<file path="src/rtl/sync_hs_pkg.sv">
// rtl/sync_hs_pkg.sv - shared state encoding and default parameters for the handshake source
package sync_hs_pkg;

    localparam int DATA_W_DEF      = 8;
    localparam int SYNC_STAGE_DEF  = 2;
    localparam int TIMEOUT_CYC_DEF = 255;

    localparam logic [1:0] ST_IDLE   = 2'd0;
    localparam logic [1:0] ST_REQ_HI = 2'd1;
    localparam logic [1:0] ST_ACK_LO = 2'd2;

    typedef enum logic [1:0] {
        IDLE   = ST_IDLE,
        REQ_HI = ST_REQ_HI,
        ACK_LO = ST_ACK_LO
    } hs_state_e;

    // Timeout counter is kept between 8 and 16 bits regardless of the limit.
    function automatic int to_cnt_w(input int lim);
        int w;
        w = $clog2(lim + 1);
        if (w < 8)  w = 8;
        if (w > 16) w = 16;
        return w;
    endfunction

endpackage

</file>
<file path="src/rtl/hs_ack_sync.sv">
// rtl/hs_ack_sync.sv - multi-flop synchronizer bringing the destination ack into clk_i
module hs_ack_sync #(
    parameter int STAGES = 2
) (
    input  logic clk_i,
    input  logic rst_i,
    input  logic async_i,
    output logic sync_o
);

    logic [STAGES-1:0] sync_q;

    always_ff @(posedge clk_i or posedge rst_i) begin
        if (rst_i) begin
            sync_q <= '0;
        end else begin
            sync_q <= {sync_q[STAGES-2:0], async_i};
        end
    end

    assign sync_o = sync_q[STAGES-1];

endmodule

</file>
<file path="src/rtl/sync_hs_src.sv">
// rtl/sync_hs_src.sv - 4-phase req/ack source FSM; SYNC_HS_TIMEOUT_EN adds a sticky timeout_o
module sync_hs_src
    import sync_hs_pkg::*;
#(
    parameter int DATA_W      = DATA_W_DEF,
    parameter int SYNC_STAGE  = SYNC_STAGE_DEF,
    parameter int TIMEOUT_CYC = TIMEOUT_CYC_DEF
) (
    input  logic              clk_i,
    input  logic              rst_i,
    input  logic              src_vld,
    input  logic [DATA_W-1:0] src_data,
    output logic              src_rdy,
    output logic              req_o,
    output logic [DATA_W-1:0] data_o,
    input  logic              ack_i,
    output logic              done_o,
    output logic              busy_o
`ifdef SYNC_HS_TIMEOUT_EN
    ,
    output logic              timeout_o
`endif
);

    hs_state_e state;
    logic      ack_s;
    logic      accept;

    hs_ack_sync #(
        .STAGES (SYNC_STAGE)
    ) u_ack_sync (
        .clk_i   (clk_i),
        .rst_i   (rst_i),
        .async_i (ack_i),
        .sync_o  (ack_s)
    );

    // A stale ack still high in IDLE blocks new words until it drops.
    assign src_rdy = (state == IDLE) & ~ack_s;
    assign accept  = src_vld & src_rdy;
    assign busy_o  = (state != IDLE);

    always_ff @(posedge clk_i or posedge rst_i) begin
        if (rst_i) begin
            state  <= IDLE;
            req_o  <= 1'b0;
            data_o <= '0;
            done_o <= 1'b0;
        end else begin
            done_o <= 1'b0;
            case (state)
                IDLE: begin
                    if (accept) begin
                        data_o <= src_data;
                        req_o  <= 1'b1;
                        state  <= REQ_HI;
                    end
                end
                REQ_HI: begin
                    if (ack_s) begin
                        req_o <= 1'b0;
                        state <= ACK_LO;
                    end
                end
                ACK_LO: begin
                    if (!ack_s) begin
                        done_o <= 1'b1;
                        state  <= IDLE;
                    end
                end
                default: begin
                    req_o <= 1'b0;
                    state <= IDLE;
                end
            endcase
        end
    end

`ifdef SYNC_HS_TIMEOUT_EN
    localparam int              CNT_W   = to_cnt_w(TIMEOUT_CYC);
    localparam logic [CNT_W-1:0] CNT_LIM = CNT_W'(TIMEOUT_CYC);

    logic [CNT_W-1:0] to_cnt;
    logic             state_chg;

    assign state_chg = accept
                     | ((state == REQ_HI) & ack_s)
                     | ((state == ACK_LO) & ~ack_s);

    // The FSM keeps waiting after a timeout; only the flag records it.
    always_ff @(posedge clk_i or posedge rst_i) begin
        if (rst_i) begin
            to_cnt    <= '0;
            timeout_o <= 1'b0;
        end else begin
            if (state_chg || (state == IDLE)) begin
                to_cnt <= '0;
            end else if (to_cnt != CNT_LIM) begin
                to_cnt <= to_cnt + 1'b1;
            end

            if (accept) begin
                timeout_o <= 1'b0;
            end else if (busy_o && !state_chg && (to_cnt == CNT_LIM - 1'b1)) begin
                timeout_o <= 1'b1;
            end
        end
    end
`endif

endmodule

</file>
<file path="config.mk">
export PLATFORM = sky130hd
export DESIGN_NAME = sync_hs_src
export DESIGN_NICKNAME = d
export VERILOG_FILES = /design/src/rtl/sync_hs_pkg.sv /design/src/rtl/hs_ack_sync.sv /design/src/rtl/sync_hs_src.sv
export SDC_FILE = /design/constraint.sdc
export NUM_CORES = 1
export LEC_CHECK = 0
export ABC_AREA = 1
export BUFFER_PORTS_ARGS = -buffer_cell sky130_fd_sc_hd__buf_2
export CORE_MARGIN = 4
export CORE_UTILIZATION = 25
export CTS_BUF_LIST = sky130_fd_sc_hd__clkbuf_8
export CTS_CLUSTER_SIZE = 16
export DETAILED_ROUTE_END_ITERATION = 16
export GPL_TIMING_DRIVEN = 0
export PLACE_DENSITY_LB_ADDON = 0.08
export SLEW_MARGIN = 20
export SYNTH_ARGS = -nofsm -noshare
export SYNTH_HDL_FRONTEND = slang
export SYNTH_SLANG_ARGS = --single-unit
</file>
<file path="constraint.sdc">
create_clock -name clk_i -period 1.6 [get_ports clk_i]
set_input_delay 0.16 -clock clk_i [delete_from_list [all_inputs] [get_ports clk_i]]
set_output_delay 0.16 -clock clk_i [all_outputs]
set_load 0.05 [all_outputs]
</file>
* After elaboration in Yosys (flattened, before gate mapping)
Cells that the tools add are included.
** Operators by class
- Equality and inequality tests :: 5
- Muxes and demuxes :: 9
- Bitwise operators :: 4
- Reductions and logical operators :: 5
** Operators by type and width (count)
- $mux 2 :: 3
- $pmux 2 s3 :: 1
- $reduce_and 3->1 :: 2
- $mux 1 :: 4
- $ne 2x2->1 const B :: 2
- $pmux 1 s3 :: 1
- $and 1x1->1 :: 2
- $eq 2x1->1 const B :: 1
- $eq 2x2->1 const B :: 1
- $logic_not 2->1 :: 1
- $ne 2x1->1 const B :: 1
- $not 1->1 :: 2
- $reduce_and 2->1 :: 1
- $reduce_bool 2->1 :: 1
** Word-level totals
- Bits in registers :: 14
- Input port bits :: 12
- Output and inout port bits :: 12
- Word-level logic and storage cells :: 28

* Depth between registers and ports, before layout
Gate-level depths: netlist of the first run.
- Depth in word-level cells :: 5
- Gate-level depth with buffers :: 4
- Mapped depth without buffers :: 4

* Cells and area by module
Synthesis of the first run repeated with hierarchy kept, for this count alone.
** Unflattened totals
- Cells, all modules :: 56
- Area total of the unflattened synthesis :: 563.0 um^2
** Modules (own cells, without submodules)
- sync_hs_src :: instances 1, cells each 53, area each 509.2 um^2, sequential area each 300.3 um^2
- hs_ack_sync :: instances 1, cells each 3, area each 53.8 um^2, sequential area each 50.0 um^2

* Worst setup path after synthesis of the first run
No wires, ideal clock.
- Kind :: register -> output
- Start point :: register state[0]
- End point :: output port src_rdy
- Data arrival time :: 1.584 ns
- Required time :: 1.440 ns
- Slack :: -0.144 ns
- Stages on the path, launching flop included :: 4
- Path buffers :: 0
- Cells stage by stage :: dfrtp_1 -> nor2_8 -> inv_1 -> nor2_1
** Between the ends
- Cells in the longest elaborated chain, start to end :: 2
** Ends and longest elaborated chain
- start: declaration :: line sync_hs_src.sv:25 : hs_state_e state;
- start signal: assignment :: line sync_hs_src.sv:45 : state <= IDLE;
- start signal: assignment :: line sync_hs_src.sv:56 : state <= REQ_HI;
- start signal: assignment :: line sync_hs_src.sv:62 : state <= ACK_LO;
- $logic_not 2->1 :: line sync_hs_src.sv:39 : assign src_rdy = (state == IDLE) & ~ack_s;
- $and 1x1->1 :: line sync_hs_src.sv:39
- end: declaration :: line sync_hs_src.sv:13 : output logic src_rdy,
No other way between the ends.

* Worst setup path in the final report of the first run
Same ends and word-level chain as after synthesis.

==> run metrics, run 1 <==
CTS root buffer=clkbuf_8; 1st-iter DRT viols=6; setup slack after layout=between 0.1 and 0.15 ns; Mapped Nets=67; Placed Cells=104; setup violators final=0; WP buf/inv=2; global route overflow=0; kind of critical path=reg -> out; RSZ-0062 raised after global routing=false; die area=~0.003 mm2; Final Slew Violations=0; Hold Path Class=in -> reg; status=complete, no violations; gr usage total=under 10%; vias per cell=between 4 and 5; total of max-cap violations=0; die width=approximately 55 um; cell area power density=1760 mW/mm2; HPWL after detailed placement=a little under 900 um; I/O Buffers=22; setup tns final=0 ns; final hold vios=0; CTS tree=done; Pleak=0.421 nW; crit-path leading delay family=flip-flops; sequential fraction of the synthesis area=a little over three fifths; total number of vias=~470; floorplan row count=16; hold_ws=between 0.02 and 0.03 ns; clk sinks=14; crit path capture type=primary output; Peak Freq=approximately 680 MHz; Post-Place Worst Slack=0.336 ns; Async S/R FF share, synth=between 90% and 100%; drc violations=0; slowest CP cell=dfrtp_1; gp weighted congestion=0.683; fin cells=109; end-of-flow core utilization=37.9%; count leader, synth=nand2_1; H-Tree Depth=1; clk_lat worst skew=~0.24 ns; Final period util=between 90 and 100%; clock skew=between 0.002 and 0.003 ns; Core Area=roughly 0.0020 mm2; maximum vdd drop=approximately 0.00075 V; initial antenna violation count=0; slew margin rel.=between 60 and 70%; CTS clk-pin slew, worst paths=roughly 0.06 ns; Final min period=1.47 ns; Avg Cell Area, Syn=roughly 10 um2; CTS Buf Count=3; first-pass GRT wire length=between 2 and 2.5 mm; Post-Route WL=between 1 and 1.5 mm; IO Count=24; Top FF cell, synth=dfrtp_1; number of global-route vias before repair=485; die height=between 50 and 60 um; Synth area leaders=dfrtp_1 63%, nand2_1 13%, nand4_1 8.9%, nor2_8 3.6%, nand3_4 3.1%; Cells after Synth=55; Clock Tree Buf Depth=2; Critical Path RT=1.44 ns; commonest cells in the netlist=20 x nand2_1, 14 x dfrtp_1, 8 x nand4_1; diode count=0; leading area contributor after synthesis=dfrtp_1; Syn-to-layout area delta=38.3%; cell area after synthesis=approximately 560 um2; CP Cell Sequence=nor2_8 > inv_1 > nor2_2 > clkbuf_4; crit-path max cell delay=around 0.46 ns; Post-synth EDFFs=0; ratio of cells with drive above 1 in the final layout=37.8%; largest net degree at the start of global routing=15; Synth top area share=around 63%; initial core utilization=27.4%; Yosys reg bits=14; Ys Warns=0; ANT nets after route=0; Yosys cell types=11; Slew @ Worst Pin=0.537 ns; wire per inst=11.0 um; crit start category=flop; critical path fanouts, max=10; NumNets Final=95; First-pass DRT Iterations=4; Worst EP arrival=1.31 ns
[logic make-up after synthesis]
family	share of synthesized area (%)
DFF	62.6
AOI/OAI and AO/OA	2.68
and+or+nand+nor	30.4
buffers and inverters	4.25
[layout by cell type, fill, tap and decap left out, drive strengths merged]
| master | count |
|---|---|
| buf | 22 |
| nand2 | 20 |
| dfrtp | 14 |
| nand4 | 8 |
| inv | 5 |
| clkbuf | 5 |
| nor2 | 3 |
| o21ai | 2 |
| nand3 | 1 |
| a21oi | 1 |
| dlygate4sd3 | 1 |
[flip-flops by register name (all words and copies together), names as in the netlist]
name / flops
data_o: 8
state: 2
done_o: 1
u_ack_sync.sync_q: 2
req_o: 1
[cell type report]
| type | count | area, um2 |
|---|---|---|
| well taps | 27 | 33.8 |
| clock buffers | 4 | 55.1 |
| plain buffers | 1 | 5.00 |
| inverters | 5 | 18.8 |
| fillers | 234 | 1270 |
| repair buffers | 23 | 123 |
| multi-input cells | 35 | 188 |
| flip-flops and latches | 14 | 350 |
[through the flow]
step / cell area, um2 / total power [W]
after CTS: 771 / 0.00138
final: 773 / 0.00136
after global placement: 706 / 0.00104
after global routing: 773 / 0.00145
after detailed placement: 706 / 0.00104
after floorplan: 562 / 0.000908
[report_power, final]
| part | internal (W) | total (W) | switching (W) | leakage (nW) |
|---|---|---|---|---|
| combinational | 0.000120 | 0.000540 | 0.000420 | 0.219 |
| clock | 0.000217 | 0.000335 | 0.000118 | 0.0288 |
| sequential | 0.000436 | 0.000488 | 0.0000516 | 0.174 |
| total | 0.000773 | 0.00136 | 0.000590 | 0.421 |
[layer usage]
layer,track usage (%),wire [um],up-vias,part of all wire [%]
met4,4.17,7,0,0.58
met3,3.03,75,2,6.2
met1,11.7,537,213,45
met5,0,0,-,0
li1,-,-,236,-
met2,14.4,583,14,48
[worst paths after layout]
| kind | start | endpoint | slack [ns] | depth (start not counted) |
|---|---|---|---|---|
| setup / recovery | state[0] | src_rdy | 0.13 | 4 |
| hold / removal | ack_i | u_ack_sync.sync_q[0] | 0.03 | 1 |
| setup reg to reg | state[0] | data_o[3] | 0.51 | 4 |
| hold reg to reg | u_ack_sync.sync_q[0] | u_ack_sync.sync_q[1] | 0.35 | 0 |
| max in group asynchronous | rst_i | done_o | 0.74 | 3 |
| min in group asynchronous | rst_i | data_o[4] | 0.50 | 3 |
[repair_timing]
action,4_1_cts,5_1_grt
buffers inserted,0,0
hold endpoints to repair,14,0
resized for setup,0,1
setup endpoints to repair,0,1
hold buffers,1,0
Note: power is estimated with default switching activity, not from simulation.
==> inputs of run 2 (changes only) <==
--- a/config.mk
+++ b/config.mk
@@ -5,8 +5,8 @@
 export SDC_FILE = /design/constraint.sdc
 export NUM_CORES = 1
 export LEC_CHECK = 0
-export ABC_AREA = 1
 export BUFFER_PORTS_ARGS = -buffer_cell sky130_fd_sc_hd__buf_2
+export CORE_ASPECT_RATIO = 0.8
 export CORE_MARGIN = 4
 export CORE_UTILIZATION = 25
 export CTS_BUF_LIST = sky130_fd_sc_hd__clkbuf_8
==> run 2 against run 1 <==
Clock-buffer cell count down 1. Sequential share of layout area up 1.3 points. Sequential cell count unchanged. Non-clock buffer count up 3. Area after synthesis down 5.1%. Synthesized cell count down 40%. Design area down 2.8%. Global-route usage down 1.8 points. Critical endpoint unchanged.
==> run metrics, run 2 <==
status=complete, no violations; clk_lat worst skew=0.24 ns (about the same); ANT nets after route=0 (unchanged); 1st-iter DRT viols=9 (+3); Pleak=0.373 nW (-11%); Synth top area share=66.0% (+3.4 points); HPWL after detailed placement=752 um (-13%); kind of critical path=reg -> out; gr usage total=7.51% (-1.8 points); clock skew=0.00185 ns (-0.000842 ns); CTS clk-pin slew, worst paths=0.05 ns (about the same); die width=59.5 um (+7.6%); Yosys reg bits=14 (unchanged); clk sinks=14 (unchanged); Top FF cell, synth=dfrtp_1; leading area contributor after synthesis=dfrtp_1; floorplan row count=14 (-2); end-of-flow core utilization=38.7% (+0.81 points); crit path capture type=primary output; NumNets Final=77 (-19%); gp weighted congestion=0.596 (-13%); Internal=0.000738 W (-4.6%); most common cell after layout, fill and taps aside=buf_2; Yosys cell types=12 (+1); Syn-to-layout area delta=41.7%; Mapped Nets=45 (-33%); RSZ-0062 raised after global routing=false; cell area power density=1640 mW/mm2 (-7.2%); cell area after synthesis=531 um2 (-5.1%); number of flip-flops under the largest register name=8 (unchanged); commonest cells after routing, fill and taps aside=23 x buf_2, 14 x dfrtp_1, 8 x mux2_2; Core Area=0.00194 mm2 (-4.8%); Power Total=0.00123 W (-9.7%); number of global-route vias before repair=365 (-25%); Reg power frac=38.5% (+2.7 points); count leader, synth=dfrtp_1; maximum vdd drop=0.000957 V (+28%); crit start category=flop; H-Tree Depth=1 (unchanged); ratio of cells with drive above 1 in the final layout=66.7% (+29 points); critical path fanouts, max=6 (-4); I/O Buffers=23 (+4.5%); Clock Tree Buf Depth=2 (unchanged); sw power=0.000493 W (-16%); Final period util=95.3% (+3.2 points); First-pass DRT Iterations=2 (-2); first-pass GRT wire length=1.64 mm (-27%); Hold Path Class=in -> reg; Final Slew Violations=0 (unchanged); Async S/R FF share, synth=100% (unchanged); total number of vias=361 (-22%); vias per cell=4.15 (-2.7%); CTS Buf Count=3 (unchanged); final hold vios=0 (unchanged); Peak Freq=656 MHz (-3.4%); IO Count=24 (unchanged); CTS tree=done; Post-Route WL=975 um (-19%); slew margin rel.=64.2% (about the same); Avg Cell Area, Syn=16.1 um2 (+58%); post-CTS sizing=0 (unchanged); diode count=0 (unchanged); die area=0.00293 mm2 (-4.3%); clock network power share=22.2% (-2.4 points); top flop regs=data_o: 8 flops, state: 2 flops, u_ack_sync.sync_q: 2 flops; drc violations=0 (unchanged); total of max-cap violations=0 (unchanged); Final min period=1.53 ns (+0.0514 ns); setup violators final=0 (unchanged); Switching Share=40.1% (-3.2 points); Synth area leaders=dfrtp_1 66%, mux2_2 17%, nor4b_4 4.5%, a211o_2 1.9%, and2b_2 1.7%; wire per inst=11.2 um (+1.5%); Cells after Synth=33 (-40%); commonest cells in the netlist=14 x dfrtp_1, 8 x mux2_2, 2 x nor2_1; Post-synth EDFFs=0 (unchanged); largest net degree at the start of global routing=15 (unchanged); Critical Path RT=1.44 ns (about the same); Gate power share=39.3% (-0.3 points); CTS root buffer=clkbuf_8; global route overflow=0 (unchanged); initial core utilization=27.3% (-0.11 points); Worst EP arrival=1.37 ns (+0.06 ns); Biggest register=data_o; Ys Warns=0 (unchanged); die height=49.2 um (-11%); initial antenna violation count=0 (unchanged); sequential fraction of the synthesis area=66.0% (+3.4 points); Slew @ Worst Pin=0.536 ns (-0.000773 ns)
==> run 2: changes by cell type after synthesis, sizes merged, moves of 2 or more <==
cell	change
nand2	-20
inv	-4
mux2	+8
o21ai	-2
nand4	-8
==> run 2: repair_timing <==
item                                    4_1_cts  5_1_grt
hold buffers                                  1        0
endpoints found under the setup margin        8        0
endpoints found under the hold margin        14        0
setup buffers                                 3        0
==> run 2: worst paths after layout <==
path | start | end | slack (ns) | depth (start not counted)
max in group asynchronous | rst_i | state[1] | 0.75 | 3
hold / removal | ack_i | u_ack_sync.sync_q[0] | 0.03 | 1
setup reg to reg | u_ack_sync.sync_q[1] | data_o[1] | 0.20 | 3
hold reg to reg | u_ack_sync.sync_q[0] | u_ack_sync.sync_q[1] | 0.35 | 0
min in group asynchronous | rst_i | data_o[6] | 0.50 | 3
setup / recovery | state[0] | src_rdy | 0.07 | 3
==> run 2: critical path, stage by stage (launching register included) <==
cell,delay [ns]
dfrtp_1,0.46
or2_2,0.34
nor2_2,0.07
buf_2,0.26
==> run 2: layout make-up <==
type                       count  area [um2]
sequential                    14         350
clock buffer                   3        41.3
tap                           24        30.0
timing repair buffer          27         148
multi-input combinational     18         179
fill                         196        1190
inverter                       1        3.75
==> run 2: metal layers <==
metal	vias to the layer above	GRT usage, %	routed length, um
met1	165	9.72	392
met5	-	0	0
li1	174	-	-
met4	0	0	0
met3	0	6.35	147
met2	22	10.2	435
==> run 2: power by group through the flow <==
stage	clock [W]	combinational [W]	sequential, W
CTS	0.000287	0.000490	0.000476
floorplan	0	0.000131	0.000719
global placement	0	0.000476	0.000481
detailed placement	0	0.000481	0.000480
global route	0.000314	0.000509	0.000488
finish	0.000273	0.000484	0.000474
==> run 2: cells by family (layout without fill, tap and decap cells) <==
group           count (synthesis)  count (layout)  share of synthesized area [%]
compound gates                  2               2                           3.30
xor+xnor                        1               1                           1.65
buf+inv                         1              31                          0.707
flops                          14              14                           66.0
mux                             8               8                           17.0
simple gates                    7               7                           11.3
==> run 2: through the flow <==
step / instances / instance area [um2] / hold slack, ns / worst slack [ns] / TNS (ns)
6_report: 87 / 752 / 0.0286 / 0.0747 / 0
5_1_grt: 87 / 752 / 0.0156 / 0.0123 / 0
4_1_cts: 87 / 752 / 0.0232 / 0.0609 / 0
3_5_place_dp: 80 / 678 / 0.242 / -0.0800 / -0.583
3_3_place_gp: 80 / 678 / 0.236 / -0.0616 / -0.471
2_1_floorplan: 33 / 533 / 0.0492 / 0.0954 / 0
